[config.mk]
export PLATFORM = sky130hd
export DESIGN_NAME = io_channel_unit
export DESIGN_NICKNAME = d
export VERILOG_FILES = /design/src/rtl/io_channel_unit.sv
export SDC_FILE = /design/constraint.sdc
export NUM_CORES = 1
export LEC_CHECK = 0
export ABC_AREA = 0
export BUFFER_PORTS_ARGS = -buffer_cell sky130_fd_sc_hd__buf_2
export CAP_MARGIN = 20
export CORE_ASPECT_RATIO = 2
export CORE_MARGIN = 2
export CORE_UTILIZATION = 45
export CTS_CLUSTER_DIAMETER = 40
export CTS_CLUSTER_SIZE = 24
export DETAILED_ROUTE_END_ITERATION = 10
export SETUP_SLACK_MARGIN = 0.15
export SYNTH_ARGS = -nofsm -noshare
export SYNTH_HDL_FRONTEND = slang
export SYNTH_SLANG_ARGS = --single-unit
[constraint.sdc]
create_clock -name clock -period 3.02 [get_ports clock]
set_input_delay 0.151 -clock clock [delete_from_list [all_inputs] [get_ports clock]]
set_output_delay 0.151 -clock clock [all_outputs]
set_load 0.01 [all_outputs]
[src/rtl/io_channel_unit.sv]
// io_channel_unit: responder end of the core I/O channel bus.
// Holds 8 input channels, 7 output channels and a status word. Every core
// write to an output channel is queued and drained over a valid/ready stream.

// One input channel: value register plus its "updated" flag.
module io_in_slot (
   input  logic        clock,
   input  logic        reset_n,
   input  logic        set,
   input  logic        clr,
   input  logic [14:0] d,
   output logic [14:0] q,
   output logic        upd
);

   // Latch a device update; a same-edge set beats the core's W1C clear
   always_ff @(posedge clock or negedge reset_n) begin
      if (!reset_n) begin
         q   <= '0;
         upd <= 1'b0;
      end else if (set) begin
         q   <= d;
         upd <= 1'b1;
      end else if (clr) begin
         upd <= 1'b0;
      end
   end

endmodule

module io_channel_unit #(
   parameter int DEPTH = 8,
   parameter int CNT_W = 4
) (
   input  logic        clock,
   input  logic        reset_n,
   input  logic [3:0]  IO_read_sel,
   output logic [14:0] IO_read_data,
   input  logic        IO_write_en,
   input  logic [3:0]  IO_write_sel,
   input  logic [14:0] IO_write_data,
   input  logic        in_valid,
   output logic        in_ready,
   input  logic [2:0]  in_chan,
   input  logic [14:0] in_data,
   output logic        out_valid,
   input  logic        out_ready,
   output logic [3:0]  out_chan,
   output logic [14:0] out_data
);

   localparam int PW = $clog2(DEPTH);

   typedef struct packed {
      logic [3:0]  chan;
      logic [14:0] data;
   } fifo_ent_t;

   logic [7:0][14:0]        in_q;
   logic [7:0]              upd;
   logic [6:0][14:0]        out_q;
   fifo_ent_t [DEPTH-1:0]   mem;
   logic [PW-1:0]           rd_ptr, wr_ptr;
   logic [CNT_W-1:0]        count;
   logic                    ovf;
   logic [3:0]              cnt4;
   logic [14:0]             status;

   logic in_ack, wr_out, wr_stat, full, empty, pop, push_ok, ovf_set;

   assign in_ack  = in_valid & in_ready;
   // Output channels are 8..14; 15 is the status word, never queued
   assign wr_out  = IO_write_en & IO_write_sel[3] & (IO_write_sel != 4'hF);
   assign wr_stat = IO_write_en & (IO_write_sel == 4'hF);

   assign empty   = (count == '0);
   assign full    = (count == CNT_W'(DEPTH));
   assign pop     = out_valid & out_ready;
   // A pop on the same edge frees the slot, so a full FIFO can still accept
   assign push_ok = wr_out & (~full | pop);
   assign ovf_set = wr_out & full & ~pop;

   // Input channel slots
   for (genvar g = 0; g < 8; g++) begin : g_in
      io_in_slot u_slot (
         .clock   (clock),
         .reset_n (reset_n),
         .set     (in_ack & (in_chan == 3'(g))),
         .clr     (wr_stat & IO_write_data[g]),
         .d       (in_data),
         .q       (in_q[g]),
         .upd     (upd[g])
      );
   end

   // Count field is always 4 bits wide in the status word
   if (CNT_W >= 4) begin : g_cnt_trunc
      assign cnt4 = count[3:0];
   end else begin : g_cnt_ext
      assign cnt4 = {{(4-CNT_W){1'b0}}, count};
   end

   assign status = {cnt4, ovf, full, empty, upd};

   // in_ready comes up on the first edge after reset and stays up
   always_ff @(posedge clock or negedge reset_n) begin
      if (!reset_n) in_ready <= 1'b0;
      else          in_ready <= 1'b1;
   end

   // Output channel registers; updated even when the queue drops the word
   always_ff @(posedge clock or negedge reset_n) begin
      if (!reset_n)    out_q <= '0;
      else if (wr_out) out_q[IO_write_sel[2:0]] <= IO_write_data;
   end

   // Sticky overflow; a same-edge set beats the W1C clear
   always_ff @(posedge clock or negedge reset_n) begin
      if (!reset_n)                        ovf <= 1'b0;
      else if (ovf_set)                    ovf <= 1'b1;
      else if (wr_stat & IO_write_data[10]) ovf <= 1'b0;
   end

   // Circular FIFO; storage cleared on reset so the head reads 0 when empty
   always_ff @(posedge clock or negedge reset_n) begin
      if (!reset_n) begin
         mem    <= '0;
         rd_ptr <= '0;
         wr_ptr <= '0;
         count  <= '0;
      end else begin
         if (push_ok) begin
            mem[wr_ptr] <= '{chan: IO_write_sel, data: IO_write_data};
            wr_ptr      <= wr_ptr + 1'b1;
         end
         if (pop) rd_ptr <= rd_ptr + 1'b1;
         case ({push_ok, pop})
            2'b10:   count <= count + 1'b1;
            2'b01:   count <= count - 1'b1;
            default: count <= count;
         endcase
      end
   end

   // Head comes straight from storage: no path from the write port
   assign out_valid = ~empty;
   assign out_chan  = mem[rd_ptr].chan;
   assign out_data  = mem[rd_ptr].data;

   // Combinational read mux; returns pre-edge values (no write forwarding)
   always_comb begin
      IO_read_data = '0;
      if (IO_read_sel == 4'hF)  IO_read_data = status;
      else if (IO_read_sel[3])  IO_read_data = out_q[IO_read_sel[2:0]];
      else                      IO_read_data = in_q[IO_read_sel[2:0]];
   end

endmodule

==> flow_metrics.env <==
export IMPL_arrival_ns=3.09
export IMPL_synth_top_area_share_pct=54.8
export IMPL_clk_latency_ns=0.54
export IMPL_cts_root_buf="clkbuf_16"
export IMPL_initial_core_util_pct=45.4
export IMPL_synth_area_leaders="dfrtp_1 55%, mux2_2 24%, mux4_2 8.6%, mux2i_1 2.7%, clkbuf_1 1.2%"
export IMPL_worst_endpoint_required_ns=3.44
export IMPL_slew_violations=0
export IMPL_layout_commonest_cell="dfrtp_1"
export IMPL_syn_avg_cell_area_um2=15.1
export IMPL_path_class="register to register"
export IMPL_hold_depth=3
export IMPL_io_buffer_count=81
export IMPL_ys_ff_latch=397
export IMPL_synth_edf_count=0
export IMPL_ys_warn_count=0
export IMPL_cp_cell_sequence="or4b_1, o2111a_2, inv_4, ha_2, xor2_1, ha_1, a21oi_1, xor2_1, nor2_1, xor2_1"
export IMPL_synth_distinct_cells=50
export IMPL_dieArea_um2=42000
export IMPL_finalHoldViolCount=0
export IMPL_cts_sinks=397
export IMPL_max_slew_margin_pct=39.0
export IMPL_cts_buffers=37
export IMPL_fin_ws_ns=0.347
export IMPL_cpMaxStageDelayCell="or4b_1"
export IMPL_worstRegToRegCells=10
export IMPL_grt_pass1_vias=11500
export IMPL_clk_path_buf_depth=3
export IMPL_place_ws_ns=0.148
export IMPL_setup_viol_count_final=0
export IMPL_hold_path_class="primary input to register"
export IMPL_ant_nets=0
export IMPL_grt_overflow=0
export IMPL_finalCritPeriodShare_pct=88.5
export IMPL_die_x_um=146
export IMPL_synth_seq_area_share_pct=54.8
export IMPL_cts_tree="yes"
export IMPL_start_kind="register"
export IMPL_max_stage_delay_ns=0.59
export IMPL_gp_congestion=0.756
export IMPL_h_tree_depth=2
export IMPL_synth_cells=1200
export IMPL_n_antenna_cell=0
export IMPL_pin_count=82
export IMPL_rows=104
export IMPL_area_growth_pct=13.9
export IMPL_p_leak_nw=9.12
export IMPL_firstDrtPassIters=4
export IMPL_fin_skew_ns=0.0184
export IMPL_ys_flop_type="dfrtp_1"
export IMPL_wl_per_cell_um=22.6
export IMPL_tns_ns=0
export IMPL_period_needed_ns=2.67
export IMPL_status="finished, final reports clean"
export IMPL_first_iter_violations=412
export IMPL_crit_path_end_kind="register"
export IMPL_grt_first_pass_wirelength_um=66600
export IMPL_final_fill_count=3358
export IMPL_grt_max_degree=98
export IMPL_cp_max_fo=8
export IMPL_wl_um=41700
export IMPL_vias=10500
export IMPL_netlist_area_um2=18100
export IMPL_drive_above_1_share_pct=50.1
export IMPL_peakVddDrop_uv=584
export IMPL_antenna_found_initial=3
export IMPL_tightest_slew_ns=0.915
export IMPL_fmax_mhz=374
export IMPL_drt_drc_violations_left=0
export IMPL_nets=1334
export IMPL_crit_start="cnt4[1]"
export IMPL_min_from="IO_write_data[5]"
export IMPL_async_flop_share_pct=100
export IMPL_synth_nets=1251
export IMPL_grt_use_total_pct=20.3
export IMPL_core_area_um2=39900
export IMPL_maxCapViolCount=0
export IMPL_power_density_nw_per_um2=882
export IMPL_mostFrequentLayoutCells="395 x dfrtp_1, 381 x mux2_2, 79 x buf_2, 69 x mux4_2, 49 x mux2i_1"
export IMPL_rsz0062_at_grt="false"
export IMPL_dpl_hpwl_um=25900
export IMPL_worstReg2RegStart="cnt4[1]"
export IMPL_crit_top_cell="xor2_1"
export IMPL_synth_top_area_cell="dfrtp_1"
export IMPL_vias_per_cell=5.69
export IMPL_clkSlewWorstSetupHoldPaths_ns=0.07
export IMPL_dieHeight_um=288
-- area by class of cell --
class,instances,area [um^2],share of cell area (%)
flip-flops and latches,397,9940,48.1
repair buffers,137,987,4.78
inverters,2,10.0,0.0485
multi-input cells,708,7760,37.6
well taps,530,663,3.21
clock inverters,27,304,1.47
clock buffers,41,993,4.81
-- cell families (layout without fill, tap and decap cells) --
family	count (synthesis)	in the layout	synth area share, %
AOI/OAI and AO/OA	80	80	2.95
xor gates and xnor gates	9	9	0.435
adders and majority gates	5	5	0.345
buffers and inverters	95	207	2.44
DFF	397	397	54.8
muxes	508	508	35.7
other	1	1	0.0207
and+or+nand+nor	105	105	3.33
-- worst paths after layout --
kind                            slack (ns)             endpoint
worst max register to register        0.35              cnt4[2]
worst min-delay path                  0.03   g_in[5].u_slot.upd
worst max-delay path                  0.35              cnt4[2]
min in group asynchronous             0.19           out_q[103]
worst min register to register        0.47             mem[151]
max in group asynchronous             1.91  g_in[1].u_slot.q[1]
-- flip-flops by register name, summed over array words and instances, names as in the netlist --
| name | cells |
|---|---|
| g_in.u_slot.upd | 8 |
| wr_ptr | 3 |
| in_ready | 1 |
| rd_ptr | 3 |
| mem | 152 |
| out_q | 105 |
| g_in.u_slot.q | 120 |
| cnt4 | 4 |
| ovf | 1 |
-- power breakdown --
group | total, mW | internal (mW) | switching (mW) | leakage [nW]
Clock | 4.95 | 2.73 | 2.22 | 0.620
Sequential | 8.00 | 7.09 | 0.918 | 4.88
Combinational | 5.27 | 3.14 | 2.13 | 3.62
Total | 18.2 | 13.0 | 5.27 | 9.12
-- cells in the mapped netlist (all sizes together) (2+ instances only) --
cell	n
or3	4
nand2b	28
o21ai	13
nor2	16
mux4	69
nand3b	5
nand2	22
mux2	390
or4b	3
mux2i	49
nand4	2
dfrtp	397
buf	33
o22ai	28
a31oi	14
nor2b	10
xnor2	5
ha	5
a21oi	2
a21bo	2
a21o	6
nand3	5
a211o	9
inv	2
clkbuf	60
nand4b	3
xor2	4
-- what timing repair did --
item / 4_1_cts / 5_1_grt
endpoints found under the setup margin: 1 / 2
endpoints found under the hold margin: 192 / 0
resized for setup: 1 / 3
pin swaps: 0 / 1
buffers inserted: 0 / 1
hold buffers: 18 / 0
-- per-layer routing --
metal	share of wire (%)	track usage, %	up-vias
met5	0.094	0	-
met4	2.7	6.47	6
met3	3.8	2.88	74
met2	51	35.6	184
met1	42	26.1	5622
li1	-	-	4601
-- critical path, delay by kind of cell (launching register included) --
family          cells  cell delay (ns)
xor+xnor            3             0.41
fa+ha+maj           2             0.42
buf+inv             1             0.10
compound gates      2             0.49
flops               1             0.47
simple gates        2             0.66
-- metrics by stage --
| step | util (%) | power, mW | std cells | instance area, um^2 | hold WS [ns] |
|---|---|---|---|---|---|
| global route | 51.7 | 19.3 | 1842 | 20700 | 0.0344 |
| CTS | 51.7 | 18.5 | 1841 | 20600 | 0.00299 |
| finish | 51.7 | 18.2 | 1842 | 20700 | 0.0271 |
| floorplan | - | 11.8 | 1200 | 18100 | -0.145 |
| global placement | 47.9 | 13.1 | 1754 | 19200 | 0.172 |
| detailed placement | 48.0 | 13.4 | 1755 | 19200 | 0.185 |
(Power assumes the default switching activity.)
